**src/rtl/calc_pkg.sv**
```systemverilog
// ============================================================================
//  Module   : calc_pkg
//  Brief    : Shared display types, segment glyph constants and BCD decoder.
//  Revision : 1.0 - initial release
// ============================================================================
`default_nettype none

package calc_pkg;

  // Bit 7 = decimal point, bits 6..0 = segments a..g (a is bit 6, g is bit 0).
  typedef logic [7:0] seg_t;

  localparam seg_t SEG_BLANK = 8'h00;
  localparam seg_t SEG_MINUS = 8'h01;
  localparam seg_t SEG_E     = 8'h4F;
  localparam seg_t SEG_DP    = 8'h80;

  // Non-decimal codes render as a minus so a corrupted digit is visible, never x.
  function automatic seg_t bcd2segments(input logic [3:0] bcd);
    seg_t seg;
    case (bcd)
      4'd0:    seg = 8'h7E;
      4'd1:    seg = 8'h30;
      4'd2:    seg = 8'h6D;
      4'd3:    seg = 8'h79;
      4'd4:    seg = 8'h33;
      4'd5:    seg = 8'h5B;
      4'd6:    seg = 8'h5F;
      4'd7:    seg = 8'h70;
      4'd8:    seg = 8'h7F;
      4'd9:    seg = 8'h7B;
      default: seg = SEG_MINUS;
    endcase
    return seg;
  endfunction

endpackage

`default_nettype wire

```
**src/rtl/seg_digit_select.sv**
```systemverilog
// ============================================================================
//  Module   : seg_digit_select
//  Brief    : Glyph for one display position from the latched number fields.
//  Revision : 1.0 - initial release
// ============================================================================
`default_nettype none

module seg_digit_select
  import calc_pkg::*;
#(
  parameter int NumDigits = 8
) (
  input  logic [$clog2(NumDigits+1)-1:0] i_pos,
  input  logic                           i_error,
  input  logic                           i_sign,
  input  logic [$clog2(NumDigits)-1:0]   i_exponent,
  input  logic [4*NumDigits-1:0]         i_significand,
  output seg_t                           o_seg
);

  localparam int PW = $clog2(NumDigits+1);

  logic [PW-1:0] w_hi;
  logic [PW-1:0] w_exp;
  logic [PW-1:0] w_limit;
  logic [3:0]    w_digit;

  always_comb begin
    w_hi    = '0;
    w_digit = 4'd0;
    w_exp   = PW'(i_exponent);
    for (int k = 0; k < NumDigits; k++) begin
      if (i_significand[4*k +: 4] != 4'd0) w_hi = PW'(k);
      if (PW'(k) == i_pos) w_digit = i_significand[4*k +: 4];
    end
    // Digits up to the decimal point stay lit so "0.005" keeps its zeros.
    w_limit = (w_exp > w_hi) ? w_exp : w_hi;

    o_seg = SEG_BLANK;
    if (i_pos == PW'(NumDigits)) begin
      if (i_error)     o_seg = SEG_E;
      else if (i_sign) o_seg = SEG_MINUS;
    end else if (!i_error && (i_pos <= w_limit)) begin
      o_seg = bcd2segments(w_digit);
      if (i_pos == w_exp) o_seg = o_seg | SEG_DP;
    end
  end

endmodule

`default_nettype wire

```
**src/rtl/seg_display_scan.sv**
```systemverilog
// ============================================================================
//  Module   : seg_display_scan
//  Brief    : Time-multiplexed 7-segment scanner with frame-aligned updates.
//  Revision : 1.0 - initial release
// ============================================================================
`default_nettype none

module seg_display_scan
  import calc_pkg::*;
#(
  parameter int NumDigits  = 8,
  parameter int RefreshDiv = 1000,
  parameter bit ActiveLow  = 1'b0
) (
  input  logic                         clk_i,
  input  logic                         rst_i,
  input  logic                         num_valid_i,
  input  logic                         error_i,
  input  logic                         sign_i,
  input  logic [$clog2(NumDigits)-1:0] exponent_i,
  input  logic [4*NumDigits-1:0]       significand_i,
  input  logic                         blank_i,
  output logic [7:0]                   seg_o,
  output logic [NumDigits:0]           an_o,
  output logic                         frame_o
);

  localparam int PW = $clog2(NumDigits+1);
  localparam int DW = $clog2(RefreshDiv);
  localparam int EW = $clog2(NumDigits);
  localparam int AW = NumDigits + 1;

  logic [DW-1:0]          r_div;
  logic [PW-1:0]          r_pos;

  logic                   r_pend_flag;
  logic                   r_pend_error;
  logic                   r_pend_sign;
  logic [EW-1:0]          r_pend_exponent;
  logic [4*NumDigits-1:0] r_pend_significand;

  logic                   r_disp_error;
  logic                   r_disp_sign;
  logic [EW-1:0]          r_disp_exponent;
  logic [4*NumDigits-1:0] r_disp_significand;

  seg_t                   r_seg;
  logic [AW-1:0]          r_an;
  logic                   r_frame;

  logic                   w_div_wrap;
  logic                   w_pos_last;
  logic                   w_boundary;
  seg_t                   w_seg;

  assign w_div_wrap = (r_div == DW'(RefreshDiv - 1));
  assign w_pos_last = (r_pos == PW'(NumDigits));
  assign w_boundary = w_div_wrap && w_pos_last;

  always_ff @(posedge clk_i or posedge rst_i) begin
    if (rst_i) begin
      r_div <= '0;
      r_pos <= '0;
    end else begin
      r_div <= w_div_wrap ? '0 : r_div + DW'(1);
      if (w_div_wrap) r_pos <= w_pos_last ? '0 : r_pos + PW'(1);
    end
  end

  // Display only changes on the boundary, so a frame never mixes two numbers.
  always_ff @(posedge clk_i or posedge rst_i) begin
    if (rst_i) begin
      r_pend_flag        <= 1'b0;
      r_pend_error       <= 1'b0;
      r_pend_sign        <= 1'b0;
      r_pend_exponent    <= '0;
      r_pend_significand <= '0;
      r_disp_error       <= 1'b0;
      r_disp_sign        <= 1'b0;
      r_disp_exponent    <= '0;
      r_disp_significand <= '0;
    end else begin
      if (num_valid_i) begin
        r_pend_error       <= error_i;
        r_pend_sign        <= sign_i;
        r_pend_exponent    <= exponent_i;
        r_pend_significand <= significand_i;
      end
      if (w_boundary) begin
        r_pend_flag <= 1'b0;
        if (num_valid_i) begin
          r_disp_error       <= error_i;
          r_disp_sign        <= sign_i;
          r_disp_exponent    <= exponent_i;
          r_disp_significand <= significand_i;
        end else if (r_pend_flag) begin
          r_disp_error       <= r_pend_error;
          r_disp_sign        <= r_pend_sign;
          r_disp_exponent    <= r_pend_exponent;
          r_disp_significand <= r_pend_significand;
        end
      end else if (num_valid_i) begin
        r_pend_flag <= 1'b1;
      end
    end
  end

  seg_digit_select #(
    .NumDigits (NumDigits)
  ) u_seg_digit_select (
    .i_pos         (r_pos),
    .i_error       (r_disp_error),
    .i_sign        (r_disp_sign),
    .i_exponent    (r_disp_exponent),
    .i_significand (r_disp_significand),
    .o_seg         (w_seg)
  );

  always_ff @(posedge clk_i or posedge rst_i) begin
    if (rst_i) begin
      r_seg   <= SEG_BLANK;
      r_an    <= '0;
      r_frame <= 1'b0;
    end else begin
      r_seg   <= blank_i ? SEG_BLANK : w_seg;
      r_an    <= blank_i ? '0 : (AW'(1) << r_pos);
      r_frame <= (r_div == '0) && (r_pos == '0);
    end
  end

  assign seg_o   = r_seg ^ {8{ActiveLow}};
  assign an_o    = r_an ^ {AW{ActiveLow}};
  assign frame_o = r_frame;

endmodule

`default_nettype wire

```
**config.mk**
```make
export PLATFORM = sky130hd
export DESIGN_NAME = seg_display_scan
export DESIGN_NICKNAME = d
export VERILOG_FILES = /design/src/rtl/calc_pkg.sv /design/src/rtl/seg_digit_select.sv /design/src/rtl/seg_display_scan.sv
export SDC_FILE = /design/constraint.sdc
export NUM_CORES = 1
export LEC_CHECK = 0
export ABC_AREA = 1
export CELL_PAD_IN_SITES_DETAIL_PLACEMENT = 0
export CELL_PAD_IN_SITES_GLOBAL_PLACEMENT = 2
export CORE_ASPECT_RATIO = 0.6
export CORE_MARGIN = 2
export CORE_UTILIZATION = 35
export CTS_CLUSTER_SIZE = 10
export DETAILED_ROUTE_END_ITERATION = 16
export PLACE_DENSITY_LB_ADDON = 0.1
export SETUP_SLACK_MARGIN = 0.1
export SYNTH_ARGS = -nofsm -noshare
export SYNTH_HDL_FRONTEND = slang
export SYNTH_SLANG_ARGS = --single-unit
export TNS_END_PERCENT = 100
```
**constraint.sdc**
```tcl
create_clock -name clk_i -period 4 [get_ports clk_i]
set_input_delay 0.8 -clock clk_i [delete_from_list [all_inputs] [get_ports clk_i]]
set_output_delay 0.8 -clock clk_i [all_outputs]
set_load 0.03 [all_outputs]
```
; ---- Word level (Yosys, flattened, before mapping)
; Memories as Yosys holds them, arrays and structs flattened.
; Index checks and enable logic that the tools add are counted.
[word_totals]
ff_bits = 107
romBits = 112
in_bits = 41
output_inout_bits = 18
mem_count = 1
[memory_table]
columns = memory, words, word_bits, read_ports, rd_clocked_by_memory_dff, wr, line
row1 = (no name shown), 16, 7, 1, 0, 0, calc_pkg.sv:21  ; case (bcd)
[classes]
n_addsub = 2
n_lt_le_gt_ge = 2
n_eq_ne = 10
shift = 1
mux = 35
n_reduce_logical = 16
[op_table]
columns = cell, count
row1 = $mux 32, 2
row2 = $mux 8, 5
row3 = $mux 4, 9
row4 = $reduce_bool 4->1, 7
row5 = $mux 3, 7
row6 = $eq 3x4->1 const A, 4
row7 = $add 10x1->10 const B, 1
row8 = $eq 10x10->1 const B, 1
row9 = $logic_not 10->1, 1
row10 = $mux 10, 1
row11 = $mux 9, 1
row12 = $shl 1x4->9 const A, 1
row13 = $eq 2x4->1 const A, 2
row14 = $mux 1, 8
row15 = $add 4x1->4 const B, 1
row16 = $eq 1x4->1 const A, 1
row17 = $eq 4x3->1, 1
row18 = $eq 4x4->1 const B, 1
row19 = $le 4x4->1, 1
row20 = $logic_not 4->1, 1
row21 = $mux 2, 2
row22 = $reduce_bool 2->1, 2
row23 = $gt 3x3->1, 1
row24 = $logic_and 1x1->1, 3
row25 = 2 further kinds, 2

; ---- Depth between registers and ports, before layout
; Gate-level depths: netlist (run 1).
[depth]
ltp_word = 15
ltp_mapped = 22
ltp_nobuf = 22

; ---- Hierarchy
; A second synthesis (run 1) with hierarchy kept.
[unflattened]
hier_cells = 653
area_unflattened_um2 = 5318.9
[modules_own_cells]
columns = module, n_inst, cells_each, area_each_um2
row1 = seg_display_scan, 1, 484, 4414.2
row2 = seg_digit_select, 1, 169, 904.6

; ---- Worst setup path before layout (run 1)
; No wires, ideal clock.
[synth_path]
path_type = flip-flop to flip-flop
start = register r_disp_significand[17]
end = register r_seg[4], in the netlist seg_o[4]
t_arrival_ps = 2607
required_ps = 3923
path_slack_ps = 1315
stages_incl_launch_ff = 18
n_path_buf = 0
synth_period_minus_slack_ps = 2685
cell_sequence = dfrtp_1 -> nor4_1 -> nand2_1 -> a21oi_1 -> nor2_1 -> ha_1 -> a21oi_1 -> nor2_1 -> o22ai_1 -> o21ai_0 -> ha_1 -> nand2_1 -> o21ai_0 -> nand2_1 -> nand3_1 -> inv_1 -> nand4_2 -> a21oi_1
[synth_between]
elab_chain_len = 12
[synth_lines]
columns = element, line
row1 = "start, declared", seg_display_scan.sv:45  ; logic [4*NumDigits-1:0] r_disp_significand;
row2 = "start signal, assigned", seg_display_scan.sv:95  ; r_disp_significand <= significand_i;
row3 = "start signal, assigned", seg_display_scan.sv:100  ; r_disp_significand <= r_pend_significand;
row4 = $reduce_bool 4->1, seg_digit_select.sv:33  ; if (i_significand[4*k +: 4] != 4'd0) w_hi = PW'(k);
row5 = $mux 3 (4 in a row), seg_digit_select.sv:33
row6 = $gt 3x3->1, seg_digit_select.sv:37  ; w_limit = (w_exp > w_hi) ? w_exp : w_hi;
row7 = $mux 3, seg_digit_select.sv:37
row8 = $le 4x4->1, seg_digit_select.sv:43  ; end else if (!i_error && (i_pos <= w_limit)) begin
row9 = $logic_and 1x1->1, seg_digit_select.sv:43
row10 = $mux 8 *, seg_digit_select.sv:43
row11 = $mux 8 *, seg_digit_select.sv:40  ; if (i_pos == PW'(NumDigits)) begin
row12 = $mux 8 *, seg_display_scan.sv:125  ; r_seg <= blank_i ? SEG_BLANK : w_seg;
row13 = "end signal, assigned", seg_display_scan.sv:125
row14 = "end, declared", seg_display_scan.sv:47  ; seg_t r_seg;
; Mark *: on every way between the ends. The rest lies on a longest branch, timed or not.
; A chain may end at the register's enable or synchronous reset.

; ---- Final worst setup path (run 1)
[layout_path]
start = register r_disp_significand[8]
end = register r_seg[4], in the netlist seg_o[4]
[layout_between]
elab_chain_len = 14
[layout_lines]
columns = element, line
row1 = $reduce_bool 4->1, seg_digit_select.sv:33
row2 = $mux 2 (2 in a row), seg_digit_select.sv:33
row3 = $mux 3 (4 in a row), seg_digit_select.sv:33
row4 = $gt 3x3->1, seg_digit_select.sv:37
row5 = $mux 3, seg_digit_select.sv:37
row6 = $le 4x4->1, seg_digit_select.sv:43
row7 = $logic_and 1x1->1, seg_digit_select.sv:43
row8 = $mux 8 *, seg_digit_select.sv:43
row9 = $mux 8 *, seg_digit_select.sv:40
row10 = $mux 8 *, seg_display_scan.sv:125
; Marked as above.

==> metrics.md, run 1 <==
| Metric | Value |
|---|---|
| Run status | finished clean |
| DP Cell Count | 802 |
| Ys Warns | 0 |
| Crit-path max cell delay | 0.54 ns |
| # DRC | 0 |
| Synth cell count leaders | nand2_1 (184), dfrtp_1 (107), inv_1 (43), nor2_1 (36), mux2_1 (30) |
| Max IR drop VDD | 0.2117 mV |
| Root buffer cell | clkbuf_16 |
| RSZ-0062 raised after global routing | false |
| Final Wtd Congestion | 0.8240 |
| Post-synthesis sequential area ratio | 0.5204 |
| Fin. Hold Viols | 0 |
| IO Pins | 59 |
| Vias | 3751 |
| Mapped cell area | 0.005145 mm2 |
| EDFF count, synth | 0 |
| Initial antenna violation count | 0 |
| Synth area leaders | dfrtp_1 (52%), nand2_1 (13%), mux2_1 (6.6%) |
| Setup Buffers After CTS | 0 |
| Antenna Cells | 0 |
| Worst min path class | reg -> reg |
| Net Sw Frac | 0.2314 |
| Int Power | 0.001671 W |
| R2R setup slack | 0.52 ns |
| Cells after Synth | 557 |
| Fillcell total | 1410 |
| Worst Path Required | 4.26 ns |
| Cell Chain, Critical Path | nor4_1, o41ai_1, nand2_1, nand2_1, nand2_1, nand2_1, nand2_1, ha_1, inv_1, a21oi_1, nor2_1, o22ai_1, nand2_1, o21ai_0, ha_1, nand2_1, o21ai_0, nand2_1, nand3_1, inv_1, nand4_2, a21oi_1 |
| # clock sinks | 107 |
| Final slew viol count | 0 |
| Hpwl dp | 8.289 mm |
| Die H | 97.92 um |
| Net Count, Synth | 619 |
| CTS tree | built |
| CTS max path bufs | 2 |
| Die Wd | 160.5 um |
| Synth-to-Final Area Change | 21.33% |
| Slew headroom | 0.4723 |
| Fin crit period | 3.481 ns |
| Routed Antenna Nets | 0 |
| Avg WL per Cell | 14.43 um |
| CP dominant cell by count | nand2_1 |
| Fmax | 287.3 MHz |
| Final wirelength | 11.81 mm |
| Crit share post-route | 0.8702 |
| Total die area | 0.01572 mm2 |
| CP max FO | 6 |
| Main flop type after synthesis | dfrtp_1 |
| Post-synth cell types | 41 |
| Via/cell ratio | 4.586 |
| # rows | 34 |
| Post-CTS sizing | 0 |
| Clock power share | 0.415 |
| H-tree lvl count | 3 |
| Vias in the first global route | 3785 |
| First-pass GRT wire length | 20.27 mm |
| Worst slew pin tran | 0.7916 ns |
| PwrDens | 348.4 mW/mm2 |
| # port buffers | 58 |
| Core footprint | 0.01442 mm2 |
| Most frequent cell after synthesis | nand2_1 |
| Initial Util | 0.3568 |
| Layout cells sized above 1 | 0.09032 |
| Setup TNS | 0 ns |
| Hold-fix buffers, CTS | 0 |
| P_leak | 3.202 nW |
| Clk_lat worst skew | 0.35 ns |
| Max-cap violations | 0 |
| CP max stage cell | nor4_1 |
| Crit end category | flop |
| Reg clk slew, reported paths | 0.07 ns |
| CP startpoint kind | flop |
| Worst setup path start | r_disp_significand[8]$_DFFE_PP0P_ |
| R2r endpoint | seg_o[4]$_DFF_PP0_ |
| Yosys top cell area share | 0.5204 |
| Gate power share | 0.066 |
| Sequential share of power | 0.518 |
| Pin count of the biggest net entering global routing | 62 |
| Clk_skew | 0.006752 ns |
| Drt first pass iters | 4 |
| All-Layer GR Usage | 0.1632 |
| Layout Utilization | 0.4328 |
| Grt ovf | 0 |
| TritonCTS Buffers | 9 |
| FF-to-FF path depth | 22 |
| HP Start | r_pend_significand[16]$_DFFE_PP0P_ |
| Post-synth top area cell | dfrtp_1 |
| Post-synth ARST share | 1.000 |
| Switching power | 0.0005032 W |
| Fin nets | 677 |
| Mean post-synth cell area | 9.237 um2 |
| Initial DRC count | 224 |
| Worst setup endpoint | seg_o[4]$_DFF_PP0_ |
| Post-synthesis register bit count | 107 |
| CP Data Arrival Time | 3.74 ns |
| Reg-to-Reg Start | r_disp_significand[8]$_DFFE_PP0P_ |
| Setup CP Type | reg -> reg |
| Final Non-Filler Cells | 818 |
| Total Power | 0.002175 W |
| Setup violators final | 0 |
-- critical path: cells and delay by family (launching register included) --
kind / cells / cell delay [ns]
adder cells (fa/ha/maj): 2 / 0.41
buffers and inverters: 2 / 0.21
AO/OA/AOI/OAI: 6 / 0.88
flip-flops: 1 / 0.42
AND/OR/NAND/NOR: 12 / 1.45
-- layer usage --
metal / routed length (um) / part of all wire / up-vias / GRT usage
met4: 101 / 0.0086 / 0 / 0.03950
met1: 6631 / 0.56 / 1757 / 0.2608
li1: - / - / 1906 / -
met2: 4473 / 0.38 / 77 / 0.2182
met3: 599 / 0.051 / 11 / 0.03823
met5: 0 / 0 / - / 0
-- cell families after synthesis --
family,Yosys count,synth area share
DFF,107,0.5204
and+or+nand+nor,283,0.2420
AOI/OAI and AO/OA,40,0.04840
muxes,37,0.08098
buffers and inverters,68,0.05544
adders and majority gates,21,0.05107
xor gates and xnor gates,1,0.001703
-- flip-flops by register name, indices dropped and copies added, names as in the netlist --
signal,flops
r_pend_flag,1
r_pend_sign,1
r_disp_exponent,3
r_disp_significand,32
r_disp_sign,1
r_pend_exponent,3
r_div,10
r_pend_error,1
r_pend_significand,32
frame_o,1
an_o,9
seg_o,8
r_disp_error,1
r_pos,4
-- through the flow --
stage	hold WS [ns]	setup WS (ns)	cell area, um2
finish	0.4641	0.5194	6242
global route	0.4944	0.1354	6242
CTS	0.4703	0.5609	6242
detailed placement	0.4514	0.5909	5939
global placement	0.4497	0.5232	5939
floorplan	0.4317	0.3828	5145
-- power groups by stage --
stage          Combinational, W  Sequential, W  Clock, W
6_report               0.000144        0.00113  0.000903
5_1_grt                0.000165        0.00113  0.000982
4_1_cts                0.000150        0.00113  0.000932
3_5_place_dp           0.000149        0.00115         0
3_3_place_gp           0.000148        0.00115         0
2_1_floorplan         0.0000636        0.00116         0
-- how the worst min path moves through the flow --
stage / depth (start not counted) / end / slack, ns
4_1_cts: 2 / r_pend_significand[16]$_DFFE_PP0P_ / 0.47
3_5_place_dp: 2 / r_pend_significand[16]$_DFFE_PP0P_ / 0.45
2_1_floorplan: 2 / r_pend_significand[0]$_DFFE_PP0P_ / 0.43
6_report: 2 / r_pend_significand[16]$_DFFE_PP0P_ / 0.46
3_3_place_gp: 2 / r_pend_significand[18]$_DFFE_PP0P_ / 0.45
5_1_grt: 2 / r_pend_significand[1]$_DFFE_PP0P_ / 0.49
-- cell type report --
class / instances / area (um2) / area share
inverter: 54 / 209.0 / 0.03347
clock buffer: 10 / 229.0 / 0.03668
sequential: 107 / 2678 / 0.4289
multi-input combinational: 382 / 2190 / 0.3508
timing repair buffer: 61 / 615.6 / 0.09862
tap: 198 / 247.7 / 0.03969
clock inverter: 6 / 73.82 / 0.01183
-- cell usage in the layout, fill, tap and decap left out, types with 3 or more instances in the layout --
cell type / n
nor3_1: 10
nand2_4: 3
mux2_2: 7
clkbuf_16: 9
a21oi_1: 17
nand3_1: 23
nand4_1: 3
nor4_1: 7
ha_1: 21
nand2_2: 4
mux2_1: 30
nor2_4: 3
clkdlybuf4s50_1: 58
dfrtp_1: 107
nor2_1: 36
inv_2: 8
nand3_2: 3
inv_1: 42
nand2_1: 184
o21ai_0: 11
(Power assumes the default switching activity.)
==> run 2, diff against run 1 <==
CORE_UTILIZATION = 34   (was 35)
SYNTH_HIERARCHICAL = 1   (was unset)
==> run 2 against run 1 <==
Effect of this change:
- utilization decreased by 2.2 points
- largest power group unchanged
- synthesized cell count increased by 17%
- final cell count increased by 11%
- non-clock buffer count increased by 1
- highest routed layer unchanged
- global-route usage increased by 1.0 points
- worst hold slack improved by 0.0095 ns
- critical path type unchanged
- sequential cell count unchanged
- total power decreased by 4.3%
- first-iteration DRC count increased by 30%
- critical endpoint unchanged
==> metrics.md, run 2 <==
| Metric | Value |
|---|---|
| CP startpoint kind | flop (unchanged) |
| Ys Warns | 6 (was 0) |
| Place WS | 0.7005 ns (was 0.5909 ns) |
| GR Util met1 | 0.2663 (was 0.2608) |
| CP Data Arrival Time | 3.74 ns (about the same) |
| H-tree lvl count | 3 (unchanged) |
| Synth-to-Final Area Change | 18.25% (was 21.33%) |
| Main flop type after synthesis | dfrtp_1 (unchanged) |
| Setup TNS | 0 ns (unchanged) |
| Fmax | 288.5 MHz (was 287.3 MHz) |
| Net Count, Synth | 714 (was 619) |
| # clock sinks | 107 (unchanged) |
| Pin count of the biggest net entering global routing | 56 (was 62) |
| Initial Util | 0.3470 (was 0.3568) |
| Most frequent cell after synthesis | nand2_1 (unchanged) |
| Core footprint | 0.01533 mm2 (was 0.01442 mm2) |
| Vias | 4270 (was 3751) |
| Avg WL per Cell | 14.55 um (was 14.43 um) |
| Layout cells sized above 1 | 0.05556 (was 0.09032) |
| # DRC | 0 (unchanged) |
| M3 GR Usage | 0.03949 (was 0.03823) |
| Post-synthesis register bit count | 107 (unchanged) |
| Yosys top cell area share | 0.5034 (was 0.5204) |
| Initial DRC count | 291 (was 224) |
| Setup Buffers After CTS | 0 (unchanged) |
| Clk_lat worst skew | 0.34 ns (was 0.35 ns) |
| FF-to-FF path depth | 19 (was 22) |
| Setup CP Type | reg -> reg (unchanged) |
| P_leak | 3.286 nW (was 3.202 nW) |
| CTS tree | built (unchanged) |
| Fin. Hold Viols | 0 (unchanged) |
| Post-synth cell types | 35 (was 41) |
| Worst setup path start | r_disp_significand[20]$_DFFE_PP0P_ (was r_disp_significand[8]$_DFFE_PP0P_) |
| Total die area | 0.01669 mm2 (was 0.01572 mm2) |
| R2r endpoint | seg_o[4]$_DFF_PP0_ (unchanged) |
| Cells after Synth | 653 (was 557) |
| Layout Utilization | 0.4104 (was 0.4328) |
| IO Pins | 59 (unchanged) |
| Crit end category | flop (unchanged) |
| Grt ovf | 0 (unchanged) |
| EDFF count, synth | 0 (unchanged) |
| # port buffers | 58 (unchanged) |
| Worst setup endpoint | seg_o[4]$_DFF_PP0_ (unchanged) |
| Post-synth top area cell | dfrtp_1 (unchanged) |
| TritonCTS Buffers | 9 (unchanged) |
| Slew headroom | 0.5112 (was 0.4723) |
| Die Wd | 165.5 um (was 160.5 um) |
| All-Layer GR Usage | 0.1737 (was 0.1632) |
| Initial antenna violation count | 0 (unchanged) |
| Post-synthesis sequential area ratio | 0.5034 (was 0.5204) |
| Vias in the first global route | 4284 (was 3785) |
| Fillcell total | 1575 (was 1410) |
| Hold-fix buffers, CTS | 0 (unchanged) |
| Final slew viol count | 0 (unchanged) |
| Worst Path Required | 4.27 ns (was 4.26 ns) |
| Final Wtd Congestion | 0.8918 (was 0.8240) |
| Commonest non-fill, non-tap cell in the layout | nand2_1 (unchanged) |
| Final wirelength | 13.17 mm (was 11.81 mm) |
| Crit share post-route | 0.8665 (was 0.8702) |
| Most frequent cells in the layout | nand2_1 (252), dfrtp_1 (107), clkdlybuf4s50_1 (58) (was nand2_1 (184), dfrtp_1 (107), clkdlybuf4s50_1 (58)) |
| Routed Antenna Nets | 0 (unchanged) |
| Fin nets | 759 (was 677) |
| CP max FO | 6 (unchanged) |
| Most Used Layer, Global Route | met1 (unchanged) |
| R2R setup slack | 0.53 ns (was 0.52 ns) |
| Run status | finished clean (unchanged) |
| Max IR drop VDD | 0.1602 mV (was 0.2117 mV) |
| Synth area leaders | dfrtp_1 (50%), nand2_1 (18%), nand4_1 (4.8%) (was dfrtp_1 (52%), nand2_1 (13%), mux2_1 (6.6%)) |
| Mean post-synth cell area | 8.145 um2 (was 9.237 um2) |
| Max-cap violations | 0 (unchanged) |
| Fin crit period | 3.466 ns (was 3.481 ns) |
| Drt first pass iters | 5 (was 4) |
| # rows | 35 (was 34) |
| Synth cell count leaders | nand2_1 (252), dfrtp_1 (107), inv_1 (54), nor2_1 (43), nand4_1 (41) (was nand2_1 (184), dfrtp_1 (107), inv_1 (43), nor2_1 (36), mux2_1 (30)) |
| Clk_skew | 0.009285 ns (was 0.006752 ns) |
| Global Route met2 Usage | 0.2442 (was 0.2182) |
| Post-synth ARST share | 1.000 (unchanged) |
| Via/cell ratio | 4.718 (was 4.586) |
| Mapped cell area | 0.005319 mm2 (was 0.005145 mm2) |
| Worst slew pin tran | 0.7321 ns (was 0.7916 ns) |
| Setup violators final | 0 (unchanged) |
| Largest regs | r_disp_significand x32, r_pend_significand x32, r_div x10 (unchanged) |
| RSZ-0062 raised after global routing | false (unchanged) |
| First-pass GRT wire length | 22.31 mm (was 20.27 mm) |
| Reg-to-Reg Start | r_disp_significand[20]$_DFFE_PP0P_ (was r_disp_significand[8]$_DFFE_PP0P_) |
| Die H | 100.9 um (was 97.92 um) |
| Worst min path class | reg -> reg (unchanged) |
| Reg clk slew, reported paths | 0.07 ns (about the same) |
| Final Non-Filler Cells | 905 (was 818) |
| Post-CTS sizing | 0 (unchanged) |
| CTS max path bufs | 2 (unchanged) |
| Hpwl dp | 9.306 mm (was 8.289 mm) |
| Antenna Cells | 0 (unchanged) |
| DP Cell Count | 890 (was 802) |
| Final worst setup slack | 0.5341 ns (was 0.5194 ns) |
| PwrDens | 330.8 mW/mm2 (was 348.4 mW/mm2) |
| Root buffer cell | clkbuf_16 (unchanged) |
run 2: final cells by class:
class	instances	area, um2	area share
clock buffers	11	232.7	0.03700
inverters	58	220.2	0.03501
repair buffers	62	623.1	0.09907
well taps	203	254.0	0.04038
multi-input cells	460	2253	0.3583
clock inverters	4	28.78	0.004575
flip-flops and latches	107	2678	0.4257
run 2: routing by layer:
metal,vias up,share of wire
met4,0,0.013
met5,-,0
met2,85,0.40
li1,2176,-
met3,13,0.049
met1,1996,0.54
run 2: worst max-delay path: stages (launching register included):
cell	delay [ns]
dfrtp_1	0.40
nor4_1	0.55
nand2_1	0.17
a21oi_1	0.16
nor2_1	0.09
ha_1	0.30
a21oi_1	0.16
nor2_1	0.06
o22ai_1	0.25
o21ai_0	0.14
ha_1	0.30
nand2_1	0.07
o21ai_0	0.07
nand2_1	0.06
nand3_1	0.10
inv_1	0.17
nand2_1	0.09
nor2_1	0.12
inv_1	0.05
nor2_1	0.07
run 2: cells by family after synthesis:
logic type / Yosys count / synth area share
AOI/OAI and AO/OA: 22 / 0.02211
buffers and inverters: 86 / 0.07292
and+or+nand+nor: 412 / 0.3446
xor gates and xnor gates: 6 / 0.009880
DFF: 107 / 0.5034
adders and majority gates: 20 / 0.04705
run 2: worst min path at each step:
stage	slack, ns	cells past startpoint	startpoint	end
after global routing	0.49	2	r_pend_significand[22]$_DFFE_PP0P_	r_pend_significand[22]$_DFFE_PP0P_
after floorplan	0.44	2	r_disp_sign$_DFFE_PP0P_	r_disp_sign$_DFFE_PP0P_
after global placement	0.45	2	r_pend_significand[27]$_DFFE_PP0P_	r_pend_significand[27]$_DFFE_PP0P_
after detailed placement	0.46	2	r_pend_significand[28]$_DFFE_PP0P_	r_pend_significand[28]$_DFFE_PP0P_
final	0.47	2	r_pend_significand[28]$_DFFE_PP0P_	r_pend_significand[28]$_DFFE_PP0P_
after CTS	0.47	2	r_pend_significand[28]$_DFFE_PP0P_	r_pend_significand[28]$_DFFE_PP0P_
run 2: power by group:
part	switching (W)	internal (W)	total (W)
Sequential	0.00000987	0.00112	0.00113
Combinational	0.0000837	0.0000602	0.000144
Clock	0.000389	0.000420	0.000809
run 2: per-stage QoR:
stage / area (um2) / hold slack (ns) / total power (W)
after floorplan: 5319 / 0.4366 / 0.001219
after detailed placement: 6028 / 0.4577 / 0.001297
after global routing: 6290 / 0.4948 / 0.002177
after global placement: 6028 / 0.4550 / 0.001293
final: 6290 / 0.4737 / 0.002080
after CTS: 6290 / 0.4738 / 0.002116
